`src/rtl/decode_stage.sv`:
```
// decode_stage: registered instruction decode with a two-entry skid buffer.
// The stage splits an instruction word into opcode, rs1, rs2, rd and an
// extended immediate, and flags opcodes outside the implemented set.
// Outputs always present the main register M. S absorbs one extra entry
// under backpressure so that in_ready can be a plain register.
//
// state    | meaning
// ---------+------------------------------------------------
// ST_EMPTY | M and S invalid
// ST_ONE   | M valid, S invalid
// ST_TWO   | M and S valid, in_ready low until M drains
module decode_stage #(
    parameter int INSTR_W    = 19,
    parameter int OPC_W      = 5,
    parameter int REG_W      = 4,
    parameter int IMM_W      = 10,
    parameter int XLEN       = 16,
    parameter int NUM_OPS    = 24,
    parameter bit IMM_SIGNED = 1'b1
) (
    input  logic               clk,
    input  logic               rst,
    input  logic               in_valid,
    output logic               in_ready,
    input  logic [INSTR_W-1:0] in_instr,
    input  logic               flush,
    output logic               out_valid,
    input  logic               out_ready,
    output logic [OPC_W-1:0]   out_opcode,
    output logic [REG_W-1:0]   out_rs1,
    output logic [REG_W-1:0]   out_rs2,
    output logic [REG_W-1:0]   out_rd,
    output logic [XLEN-1:0]    out_imm,
    output logic               out_illegal,
    output logic [7:0]         illegal_count
);

    // Payload layout: {opcode, rs1, rs2, rd, imm, illegal}
    localparam int DW = OPC_W + 3*REG_W + XLEN + 1;

    localparam logic [1:0] ST_EMPTY = 2'd0;
    localparam logic [1:0] ST_ONE   = 2'd1;
    localparam logic [1:0] ST_TWO   = 2'd2;

    localparam logic [OPC_W:0] NUM_OPS_W = (OPC_W+1)'(NUM_OPS);

    logic [OPC_W-1:0] dec_opc;
    logic [REG_W-1:0] dec_rs1;
    logic [REG_W-1:0] dec_rs2;
    logic [REG_W-1:0] dec_rd;
    logic [IMM_W-1:0] imm_raw;
    logic [XLEN-1:0]  dec_imm;
    logic             dec_illegal;
    logic [DW-1:0]    dec_word;

    logic [1:0]    state_q, state_d;
    logic          m_valid_q, m_valid_d;
    logic          in_ready_q, in_ready_d;
    logic [DW-1:0] m_q, m_d;
    logic [DW-1:0] s_q, s_d;
    logic [7:0]    cnt_q, cnt_d;

    logic accept;
    logic emit;

    assign dec_opc     = in_instr[INSTR_W-1 -: OPC_W];
    assign dec_rs1     = in_instr[INSTR_W-OPC_W-1 -: REG_W];
    assign dec_rs2     = in_instr[INSTR_W-OPC_W-REG_W-1 -: REG_W];
    assign dec_rd      = in_instr[INSTR_W-OPC_W-2*REG_W-1 -: REG_W];
    assign imm_raw     = in_instr[IMM_W-1:0];
    assign dec_illegal = ({1'b0, dec_opc} >= NUM_OPS_W);

    // Immediate extension chosen at elaboration time.
    generate
        if (XLEN == IMM_W) begin : g_imm_plain
            assign dec_imm = imm_raw;
        end else if (IMM_SIGNED) begin : g_imm_sext
            assign dec_imm = {{(XLEN-IMM_W){imm_raw[IMM_W-1]}}, imm_raw};
        end else begin : g_imm_zext
            assign dec_imm = {{(XLEN-IMM_W){1'b0}}, imm_raw};
        end
    endgenerate

    assign dec_word = {dec_opc, dec_rs1, dec_rs2, dec_rd, dec_imm, dec_illegal};

    assign accept = in_valid && in_ready_q;
    assign emit   = m_valid_q && out_ready;

    // Skid-buffer sequencing and illegal counter next-state.
    always_comb begin
        state_d = state_q;
        m_d     = m_q;
        s_d     = s_q;
        cnt_d   = cnt_q;
        case (state_q)
            ST_EMPTY: begin
                if (accept) begin
                    m_d     = dec_word;
                    state_d = ST_ONE;
                end
            end
            ST_ONE: begin
                if (accept && emit) begin
                    m_d = dec_word;
                end else if (accept) begin
                    s_d     = dec_word;
                    state_d = ST_TWO;
                end else if (emit) begin
                    state_d = ST_EMPTY;
                end
            end
            ST_TWO: begin
                if (emit) begin
                    m_d     = s_q;
                    state_d = ST_ONE;
                end
            end
            default: state_d = ST_EMPTY;
        endcase
        // Flush discards held entries; payloads may still load but stay invalid.
        if (flush) begin
            state_d = ST_EMPTY;
        end
        if (accept && dec_illegal && !flush && (cnt_q != 8'hFF)) begin
            cnt_d = cnt_q + 8'd1;
        end
        m_valid_d  = (state_d != ST_EMPTY);
        in_ready_d = (state_d != ST_TWO);
    end

    // State, payload and counter registers with asynchronous reset.
    always_ff @(posedge clk or posedge rst) begin
        if (rst) begin
            state_q    <= ST_EMPTY;
            m_valid_q  <= 1'b0;
            in_ready_q <= 1'b1;
            m_q        <= '0;
            s_q        <= '0;
            cnt_q      <= 8'd0;
        end else begin
            state_q    <= state_d;
            m_valid_q  <= m_valid_d;
            in_ready_q <= in_ready_d;
            m_q        <= m_d;
            s_q        <= s_d;
            cnt_q      <= cnt_d;
        end
    end

    assign in_ready      = in_ready_q;
    assign out_valid     = m_valid_q;
    assign out_opcode    = m_q[DW-1 -: OPC_W];
    assign out_rs1       = m_q[XLEN+3*REG_W -: REG_W];
    assign out_rs2       = m_q[XLEN+2*REG_W -: REG_W];
    assign out_rd        = m_q[XLEN+REG_W -: REG_W];
    assign out_imm       = m_q[XLEN:1];
    assign out_illegal   = m_q[0];
    assign illegal_count = cnt_q;

endmodule

```
`config.mk`:
```
export PLATFORM = sky130hd
export DESIGN_NAME = decode_stage
export DESIGN_NICKNAME = d
export VERILOG_FILES = /design/src/rtl/decode_stage.sv
export SDC_FILE = /design/constraint.sdc
export NUM_CORES = 1
export LEC_CHECK = 0
export ABC_AREA = 1
export BUFFER_PORTS_ARGS = -buffer_cell sky130_fd_sc_hd__buf_2
export CORE_MARGIN = 2
export CORE_UTILIZATION = 40
export DETAILED_ROUTE_END_ITERATION = 6
export GPL_ROUTABILITY_DRIVEN = 0
export PLACE_DENSITY = 0.66
export SKIP_LAST_GASP = 1
export SLEW_MARGIN = 10
export SYNTH_ARGS = -nofsm -noshare
export SYNTH_HDL_FRONTEND = slang
export SYNTH_SLANG_ARGS = --single-unit
```
`constraint.sdc`:
```
create_clock -name clk -period 1.3 [get_ports clk]
set_clock_uncertainty 0.1 [all_clocks]
set_input_delay 0 -clock clk [delete_from_list [all_inputs] [get_ports clk]]
set_output_delay 0 -clock clk [all_outputs]
set_load 0.005 [all_outputs]
```
==> metrics.yaml <==
status: "complete, but fails checks"
violations: "setup timing"
syn_avg_cell_area_um2: 8.19
grt_use_total_pct: 15.7
tns_ns: -3.75
min_path_type: "in2reg"
p_int_mw: 3.75
synth_edf_count: 0
cp_max_fo: 17
firstDrtPassIters: 4
vias: 2203
postSynth.asyncResetShare_pct: 100
h-tree-depth: 2
p_per_area_nw_per_um2: 1620
fp.dieArea_um2: 7000
nets: 427
worstHoldStart: "out_ready"
combinationalPowerShare_pct: 34.7
tritoncts: "yes"
setup_violations: 51
path_clk_slew_ns: 0.09
yosys-top-cells-area: "dfrtp_1 (50%), nand2_1 (16%), o21ai_0 (5.9%), buf_4 (4.4%), inv_1 (4.3%)"
rsz0062_at_grt: "yes"
required_ns: 1.39
yosys_warnings: 0
end_kind: "register"
p_sw_mw: 1.82
worst_slack_ns: -0.120
grt_max_degree: 53
routed_wl_mm: 5.36
vdd_drop_max_v: 0.000848
dp_cells: 446
drc: 0
synth_largest_area_cell: "dfrtp_1"
reg2reg_from: "in_ready"
avgRoutedWirePerCell_um: 11.2
first_iter_violations: 79
yosysTopAreaCellShare_pct: 50.2
dieHeight_um: 83.7
netSwitchingFraction_pct: 32.6
grt_antenna_before_repair: 0
max_slew_margin_pct: 81.0
die_w_um: 83.7
clk_latency_ns: 0.30
num_rows: 29
max_freq_ghz: 0.704
postRouteAntennaNets: 0
period_needed_ns: 1.42
yosysUniqueCellTypes: 23
ys.flop_type: "dfrtp_1"
portBuffers: 67
r2r_cells: 6
n_fill_cell: 581
synthTopCellsByCount: "nand2_1 (110), dfrtp_1 (51), o21ai_0 (30)"
area_growth_pct: 35.7
diodes: 0
ys_seq_area_share_pct: 51.3
pre_cts_slack_ns: -0.108
hold_violations: 0
dp.final_hpwl_mm: 3.51
grt_pass1_vias: 2041
numCtsBuffers: 5
start_util_pct: 40.7
clockBufferDepth: 2
cp-start-kind: "register"
cts.sinks: 52
core_area_um2: 6240
ios: 68
syn_inst: 310
ys_seq_elements: 52
cap_violations: 0
final_cells: 480
cts_root_buf: "clkbuf_8"
syn_area_um2: 2540
drive_gt1_share_pct: 33.0
yosysMostFrequentCell: "nand2_1"
placed_cell_area_um2: 3010
grt_pass1_wl_mm: 9.10
tightest_slew_ns: 0.285
hold_depth: 5
drv_slew: 0
worst-setup-path-type: "reg2reg"
fin_area_um2: 3450
finalCritPeriodShare_pct: 109
p_leak_nw: 1.86
overflow: 0
clockPowerShare_pct: 19.8
crit_arrival_ns: 1.51
startpoint: "in_ready"
viasPerCell: 4.59
syn_nets: 335
seq_power_share_pct: 45.5
-- stage by stage --
| stage | total power, mW | hold WS, ns | utilization [%] |
|---|---|---|---|
| CTS | 5.57 | 0.0625 | 53.6 |
| finish | 5.57 | 0.0667 | 55.2 |
| detailed placement | 4.36 | -0.00269 | 48.2 |
| global route | 6.05 | 0.0881 | 55.2 |
| global placement | 4.30 | -0.00783 | 48.2 |
| floorplan | 3.79 | -0.0453 | - |
-- routing by layer --
metal	global-route usage, %	up-vias	routed length, um
met4	3.96	0	54
met1	20.8	1011	2520
met2	26.5	50	2590
met5	0	-	0
li1	-	1136	-
met3	2.97	6	190
-- kinds of logic (layout without fill, tap and decap cells) --
kind of cell	count (synthesis)	count (layout)	synth area share [%]
flops	52	52	51.3
compound gates	55	55	12.6
xor+xnor	3	3	1.03
simple gates	142	143	22.5
buf+inv	57	149	12.1
fa+ha+maj	1	1	0.493
-- cell type report --
| class | instances | area [um^2] | share of cell area [%] |
|---|---|---|---|
| Multi-Input combinational cell | 202 | 1000 | 29.2 |
| Inverter | 32 | 126 | 3.67 |
| Tap cell | 77 | 96.3 | 2.80 |
| Timing Repair Buffer | 109 | 803 | 23.3 |
| Sequential cell | 52 | 1300 | 37.8 |
| Clock inverter | 3 | 42.5 | 1.23 |
| Clock buffer | 5 | 68.8 | 2.00 |
-- critical path, stage by stage, from the launching register on --
cell and delay (ns):
dfstp_2 0.57, nand2_4 0.06, o21ai_2 0.17, nand2_4 0.11, buf_12 0.17, nand2_1 0.07
o21ai_2 0.05
-- power groups by stage --
stage	Sequential [mW]	Clock [mW]	Combinational (mW)
3_3_place_gp	2.54	0	1.76
6_report	2.53	1.10	1.93
4_1_cts	2.53	1.16	1.87
3_5_place_dp	2.55	0	1.80
5_1_grt	2.61	1.22	2.21
2_1_floorplan	2.58	0	1.21
-- registers in the layout, indices dropped and copies added, names as in the netlist --
signal         cells
m_q               20
s_q               20
illegal_count      8
state_q            2
in_ready           1
out_valid          1
-- cell usage in the layout, fill, tap and decap left out, types with 9 or more instances in the layout --
master,count
nand2_1,104
a21oi_1,9
o21ai_0,28
inv_1,27
dlygate4sd3_1,21
buf_2,67
dfrtp_1,50
nor2_1,14
o21ai_2,12
buf_4,12
-- final timing paths --
path	to	slack, ns
worst min register to register	m_q[28]	0.38
min in group asynchronous	m_q[26]	0.20
worst max register to register	m_q[1]	-0.12
max in group asynchronous	in_ready	0.63
worst min-delay path	in_ready	0.07
worst max-delay path	m_q[1]	-0.12
-- timing repair --
item	CTS	global route
resized for setup	5	13
hold buffers	21	0
pin swaps	0	2
hold endpoints to repair	95	0
setup endpoints to repair	51	52
buffers inserted	0	3
gates cloned	1	1
Power figures use the tool's default switching activity.
